--- src/rtl/keccak_pkg.sv ---
// Shared Keccak slice-serial definitions: geometry, FSM/shifter encodings and
// the rho lane schedule used by both the forward and inverse rotate datapaths.
package keccak_pkg;

    localparam int SLICES   = 64;
    localparam int LANES    = 25;
    localparam int ROUNDS_T = 24;

    typedef enum logic [2:0] {
        ST_IDLE,
        ST_LOAD,
        ST_RD,
        ST_ROT,
        ST_WR,
        ST_OUT
    } state_t;

    typedef enum logic [1:0] {
        SH_HOLD,
        SH_SHIFT_IN,
        SH_ROT_RIGHT
    } shift_op_t;

    // Lane x+5y visited at step t, walking (x,y)->(y,(2x+3y) mod 5) from (1,0).
    localparam logic [4:0] LANE_TABLE [ROUNDS_T] = '{
        5'd1,  5'd10, 5'd7,  5'd11, 5'd17, 5'd18, 5'd3,  5'd5,
        5'd16, 5'd8,  5'd21, 5'd24, 5'd4,  5'd15, 5'd23, 5'd19,
        5'd13, 5'd12, 5'd2,  5'd20, 5'd14, 5'd22, 5'd9,  5'd6
    };

    // Rho offset of the lane at step t, already reduced mod 64; never zero.
    localparam logic [5:0] RHO_TABLE [ROUNDS_T] = '{
        6'd1,  6'd3,  6'd6,  6'd10, 6'd15, 6'd21, 6'd28, 6'd36,
        6'd45, 6'd55, 6'd2,  6'd14, 6'd27, 6'd41, 6'd56, 6'd8,
        6'd25, 6'd43, 6'd62, 6'd18, 6'd39, 6'd61, 6'd20, 6'd44
    };

endpackage

--- src/rtl/inverse_rotate_datapath_if.sv ---
// Slice-serial request/stream bundle between a producer and the inverse rotate block.
interface inverse_rotate_datapath_if;
    import keccak_pkg::*;

    logic             start;
    logic [LANES-1:0] inp;
    logic             ready;
    logic             outValid;
    logic [LANES-1:0] out;
    logic             done;

    modport master (
        output start, inp,
        input  ready, outValid, out, done
    );

    modport slave (
        input  start, inp,
        output ready, outValid, out, done
    );
endinterface

--- src/rtl/lane_shifter.sv ---
// 64-bit lane register: hold, serial shift-in from the top, or circular right rotate.
module lane_shifter
    import keccak_pkg::*;
(
    input  logic              clk,
    input  logic              rst,
    input  logic              clear,
    input  shift_op_t         op,
    input  logic              ser_in,
    output logic [SLICES-1:0] q
);

    always_ff @(posedge clk or negedge rst) begin
        if (!rst) begin
            q <= '0;
        end else if (clear) begin
            q <= '0;
        end else begin
            case (op)
                SH_SHIFT_IN:  q <= {ser_in, q[SLICES-1:1]};
                SH_ROT_RIGHT: q <= {q[0], q[SLICES-1:1]};
                default:      q <= q;
            endcase
        end
    end

endmodule

--- src/rtl/inverse_rotate_datapath.sv ---
// Inverse rho: buffers a slice-serial state, rotates each non-zero lane right by
// its rho offset one lane at a time, then streams the corrected slices out.
module inverse_rotate_datapath
    import keccak_pkg::*;
(
    input  logic                        clk,
    input  logic                        rst,
    inverse_rotate_datapath_if.slave    bus
);

    state_t           state;
    logic [5:0]       z;
    logic [5:0]       k;
    logic [4:0]       t;
    logic             ready_q;
    logic             out_valid_q;
    logic             done_q;

    logic [LANES-1:0] mem [SLICES];
    logic [LANES-1:0] rd_word;
    logic [LANES-1:0] wr_word;
    logic             mem_we;
    logic [4:0]       lane;
    logic [5:0]       rho;
    logic [SLICES-1:0] sr;
    shift_op_t        sh_op;
    logic             sh_clear;

    assign lane    = LANE_TABLE[t];
    assign rho     = RHO_TABLE[t];
    assign rd_word = mem[z];

    // Write-back only replaces the active lane's bit; the rest of the slice is preserved.
    always_comb begin
        wr_word  = rd_word;
        mem_we   = 1'b0;
        sh_op    = SH_HOLD;
        sh_clear = (state == ST_IDLE) && bus.start;
        case (state)
            ST_LOAD: begin
                mem_we  = 1'b1;
                wr_word = bus.inp;
            end
            ST_RD: begin
                sh_op = SH_SHIFT_IN;
            end
            ST_ROT: begin
                sh_op = SH_ROT_RIGHT;
            end
            ST_WR: begin
                mem_we        = 1'b1;
                wr_word[lane] = sr[0];
                sh_op         = SH_ROT_RIGHT;
            end
            default: begin
            end
        endcase
    end

    always_ff @(posedge clk) begin
        if (mem_we) begin
            mem[z] <= wr_word;
        end
    end

    lane_shifter u_lane_shifter (
        .clk    (clk),
        .rst    (rst),
        .clear  (sh_clear),
        .op     (sh_op),
        .ser_in (rd_word[lane]),
        .q      (sr)
    );

    always_ff @(posedge clk or negedge rst) begin
        if (!rst) begin
            state       <= ST_IDLE;
            z           <= '0;
            k           <= '0;
            t           <= '0;
            ready_q     <= 1'b1;
            out_valid_q <= 1'b0;
            done_q      <= 1'b0;
        end else begin
            case (state)
                ST_IDLE: begin
                    if (bus.start) begin
                        state   <= ST_LOAD;
                        z       <= '0;
                        ready_q <= 1'b0;
                    end
                end
                ST_LOAD: begin
                    z <= z + 6'd1;
                    if (z == 6'd63) begin
                        state <= ST_RD;
                        t     <= '0;
                    end
                end
                ST_RD: begin
                    z <= z + 6'd1;
                    if (z == 6'd63) begin
                        state <= ST_ROT;
                        k     <= '0;
                    end
                end
                ST_ROT: begin
                    k <= k + 6'd1;
                    if (k == rho - 6'd1) begin
                        state <= ST_WR;
                        z     <= '0;
                    end
                end
                ST_WR: begin
                    z <= z + 6'd1;
                    if (z == 6'd63) begin
                        if (t == 5'(ROUNDS_T - 1)) begin
                            state       <= ST_OUT;
                            out_valid_q <= 1'b1;
                        end else begin
                            t     <= t + 5'd1;
                            state <= ST_RD;
                        end
                    end
                end
                ST_OUT: begin
                    z      <= z + 6'd1;
                    done_q <= (z == 6'd62);
                    if (z == 6'd63) begin
                        state       <= ST_IDLE;
                        out_valid_q <= 1'b0;
                        ready_q     <= 1'b1;
                    end
                end
                default: begin
                    state <= ST_IDLE;
                end
            endcase
        end
    end

    assign bus.ready    = ready_q;
    assign bus.outValid = out_valid_q;
    assign bus.out      = rd_word;
    assign bus.done     = done_q;

endmodule

--- src/flat_wrapper.sv ---
// flat-port wrapper written by rule: the top's interface ports become plain ports
module inverse_rotate_datapath_flat import keccak_pkg::*;
  (clk, rst, bus_start, bus_inp, bus_ready, bus_outValid, bus_out, bus_done);
  inverse_rotate_datapath_if bus_i ();
  input  logic clk;
  input  logic rst;
  input wire logic [$bits(bus_i.start)-1:0] bus_start;
  input wire logic [$bits(bus_i.inp)-1:0] bus_inp;
  output wire logic [$bits(bus_i.ready)-1:0] bus_ready;
  output wire logic [$bits(bus_i.outValid)-1:0] bus_outValid;
  output wire logic [$bits(bus_i.out)-1:0] bus_out;
  output wire logic [$bits(bus_i.done)-1:0] bus_done;
  assign bus_i.start = bus_start;
  assign bus_i.inp = bus_inp;
  assign bus_ready = bus_i.ready;
  assign bus_outValid = bus_i.outValid;
  assign bus_out = bus_i.out;
  assign bus_done = bus_i.done;
  inverse_rotate_datapath u_core (.clk(clk), .rst(rst), .bus(bus_i));
endmodule
--- config.mk ---
export PLATFORM = sky130hd
export DESIGN_NAME = inverse_rotate_datapath_flat
export DESIGN_NICKNAME = d
export VERILOG_FILES = /design/src/rtl/keccak_pkg.sv /design/src/rtl/inverse_rotate_datapath_if.sv /design/src/rtl/lane_shifter.sv /design/src/rtl/inverse_rotate_datapath.sv /design/src/flat_wrapper.sv
export SDC_FILE = /design/constraint.sdc
export NUM_CORES = 2
export LEC_CHECK = 0
export CORE_MARGIN = 10
export CORE_UTILIZATION = 63
export CTS_CLUSTER_SIZE = 40
export DETAILED_ROUTE_END_ITERATION = 16
export PLACE_DENSITY = 0.78
export RECOVER_POWER = 50
export SYNTH_ARGS = -nofsm -noshare
export SYNTH_HDL_FRONTEND = slang
export SYNTH_SLANG_ARGS = --single-unit
--- constraint.sdc ---
create_clock -name clk -period 6.3 [get_ports clk]
set_input_delay 1.26 -clock clk [delete_from_list [all_inputs] [get_ports clk]]
set_output_delay 1.26 -clock clk [all_outputs]
set_load 0.01 [all_outputs]
==> results.json <==
{
  "antenna_found_initial": 22,
  "synthesis.nets": 3999,
  "drc": 0,
  "violations": "capacitance limit, slew limit, setup timing",
  "tritoncts": "built",
  "syn2layout_area_growth_pct": 12.0,
  "grt_max_degree": 86,
  "fmax_ghz": 0.153,
  "synthFlopType": "edfxtp_1",
  "n_fill_cell": 6439,
  "cts_sinks": 1687,
  "dpl_cell_area_um2": 71000,
  "wl_mm": 208,
  "synthCells": 3959,
  "fin_area_um2": 75600,
  "routabilityCongestion": 1.02,
  "max_slew_margin_pct": -117,
  "synthArstFlopShare_pct": 5.16,
  "clockBufferDepth": 3,
  "crit_fanout": 34,
  "fin_ws_ns": -0.224,
  "worstPathRequired_ns": 5.04,
  "critPathLaunch": "u_core.z[2]",
  "crit_end": "bus_out[3]",
  "synth_area_um2": 67500,
  "finalCritPeriodShare_pct": 104,
  "power_leakage_nw": 23.5,
  "layout_commonest_cell": "edfxtp_1",
  "instances_no_fill": 5659,
  "status": "finished with violations",
  "grt_setup_unrepaired": "false",
  "p_per_area_nw_per_um2": 281,
  "io_buffer_count": 55,
  "cp-end-kind": "output pin",
  "fin_crit_ns": 6.52,
  "synth_fa_ha_area_share_pct": 0.222,
  "layout.nets": 4173,
  "core_area_um2": 107000,
  "worstMarginPinSlew_ns": 3.26,
  "synth_edf_count": 1600,
  "synth-seq-area-share_pct": 74.4,
  "cap_viol_max_count": 32,
  "arrival_ns": 5.26,
  "vdd_drop_max_mv": 0.259,
  "first_iter_violations": 7655,
  "fp-row-count": 120,
  "h-tree-depth": 4,
  "die_w_um": 347,
  "first_global_vias": 39840,
  "cts-buffers-inserted": 161,
  "avgSynthCellArea_um2": 17.0,
  "setup_tns_ns": -0.651,
  "wl_per_cell_um": 36.7,
  "synth-xor-area-share_pct": 0.130,
  "hold_class": "reg -> reg",
  "criticalPathCategory": "reg -> out",
  "r2r_cells": 7,
  "finalSetupViolCount": 8,
  "clkLatencyLatePin_ns": 0.79,
  "r2r-end": "u_core.mem[35][12]",
  "cts_root_buf": "clkbuf_16",
  "dieArea_um2": 121000,
  "drive_gt1_share_pct": 17.3,
  "vias": 41952,
  "via_per_inst": 7.41,
  "grt_pass1_wl_mm": 293,
  "synthSimpleGateAreaFrac_pct": 4.09,
  "hold_violations": 0,
  "place_inst": 5370,
  "r2r_setup_slack_ns": 0.31,
  "first_pass_iters": 9,
  "dp_hpwl_mm": 123,
  "startpoint_type": "flip-flop",
  "track_usage_pct": 34.0,
  "p_total_mw": 21.2,
  "num_io_pins": 56,
  "r2r_start": "u_core.state[0]",
  "clk_pin_slew_ns": 0.06,
  "start_util_pct": 63.2,
  "ys_types": 87,
  "synth_mux_area_share_pct": 9.63,
  "crit_chain": "and2_2 -> buf_4 -> a22oi_1 -> o21ai_0 -> a221oi_1 -> or4b_1 -> clkdlybuf4s50_1",
  "yosys_warnings": 0,
  "synth_compound_area_share_pct": 9.41,
  "postCtsHoldBufs": 0,
  "maxSlewViolCount": 858,
  "cp_slowest_stage_delay_ns": 1.08,
  "synth_top_family_by_area": "multiplexers",
  "crit_slowest_cell": "o21ai_0",
  "gr-total-overflow": 0,
  "antenna_left": 0,
  "final_cell_mix": "1600 x edfxtp_1, 287 x mux2i_1, 185 x nor2_1, 168 x clkbuf_16, 153 x buf_4",
  "skew_ns": 0.0388,
  "dieHeight_um": 347,
  "ys_ff_latch": 1687
}
## synthesized netlist by cell type, drive strengths merged, types with 16 or more instances
| cell type | number | area (um^2) |
|---|---|---|
| inv | 23 | 86.3 |
| a211oi | 16 | 120 |
| a22oi | 121 | 908 |
| mux2 | 140 | 1580 |
| a221oi | 142 | 1240 |
| nand3 | 31 | 155 |
| o221ai | 19 | 166 |
| clkbuf | 118 | 443 |
| a221o | 57 | 571 |
| nor2 | 224 | 841 |
| a31oi | 28 | 175 |
| buf | 165 | 886 |
| mux2i | 287 | 2870 |
| edfxtp | 1600 | 48000 |
| nor3 | 28 | 140 |
| and3 | 16 | 100 |
| o22ai | 75 | 469 |
| nand2b | 31 | 194 |
| dfrtp | 86 | 2150 |
| o21ai | 135 | 676 |
| a22o | 42 | 368 |
| mux4 | 91 | 2050 |
| o2bb2ai | 21 | 184 |
| nand2 | 115 | 434 |
| a21oi | 91 | 455 |
## timing repair
| action | in CTS | in global routing |
|---|---|---|
| buffers inserted | 0 | 2 |
| resized for setup | 1 | 4 |
| endpoints found under the setup margin | 1 | 8 |
| endpoints found under the hold margin | 0 | 0 |
| pin swaps | 0 | 1 |
| cloned | 0 | 0 |
## cell families after synthesis
group | count (synthesis)
AO/OA/AOI/OAI | 860
XOR/XNOR | 10
adder cells (fa/ha/maj) | 12
buffers and inverters | 307
flip-flops | 1687
multiplexers | 518
AND/OR/NAND/NOR | 565
## flip-flops by register name, summed over array words and instances (netlist names)
register	flops
u_core.mem	1600
u_core.u_lane_shifter.q	64
u_core.k	6
u_core.z	6
u_core.t	5
u_core.state	3
u_core.bus.done	1
u_core.bus.outValid	1
u_core.bus.ready	1
## power breakdown
group          switching (mW)  internal [mW]
combinational          0.0150         0.0144
sequential                  0           12.1
clock                    4.04           5.06
## through the flow
stage | hold WS (ns) | setup WS (ns) | utilization (%)
finish | 0.509 | -0.224 | 70.8
global route | 0.545 | 0.00263 | 70.8
CTS | 0.474 | 0.0911 | 71.1
detailed placement | 0.502 | 0.835 | 66.5
global placement | 0.493 | 0.848 | 66.5
floorplan | 0.486 | 0.538 | -
## metal layers
metal / wire length (um) / global-route usage [%]
met5: 450 / 1.32
met4: 16400 / 21.5
met3: 34000 / 13.2
met2: 88200 / 48.0
met1: 68600 / 43.9
## critical path, delay by kind of cell (launching register included)
kind            cells  cell delay [ns]
simple gates        2             1.23
flops               1             0.85
compound gates      3             1.43
buf+inv             2             0.93
## area by class of cell
| class | count | area, um^2 | area share (%) |
|---|---|---|---|
| antenna | 3 | 7.51 | 0.00993 |
| sequential | 1687 | 50200 | 66.4 |
| multi-input combinational | 1965 | 16300 | 21.6 |
| inverter | 24 | 95.1 | 0.126 |
| clock inverter | 70 | 463 | 0.612 |
| clock buffer | 213 | 4400 | 5.81 |
| tap | 1403 | 1760 | 2.32 |
| timing repair buffer | 294 | 2370 | 3.13 |
## how the worst min path moves through the flow
stage	from	slack, ns	depth (start not counted)	end
after floorplan	u_core.u_lane_shifter.q[1]	0.49	2	u_core.u_lane_shifter.q[0]
after global placement	u_core.u_lane_shifter.q[36]	0.49	2	u_core.u_lane_shifter.q[35]
after detailed placement	u_core.bus.done	0.50	2	u_core.bus.done
after CTS	rst	0.47	1	u_core.k[2]
after global routing	u_core.u_lane_shifter.q[34]	0.55	2	u_core.u_lane_shifter.q[33]
final	u_core.bus.done	0.51	2	u_core.bus.done
Note: power is estimated with default switching activity, not from simulation.
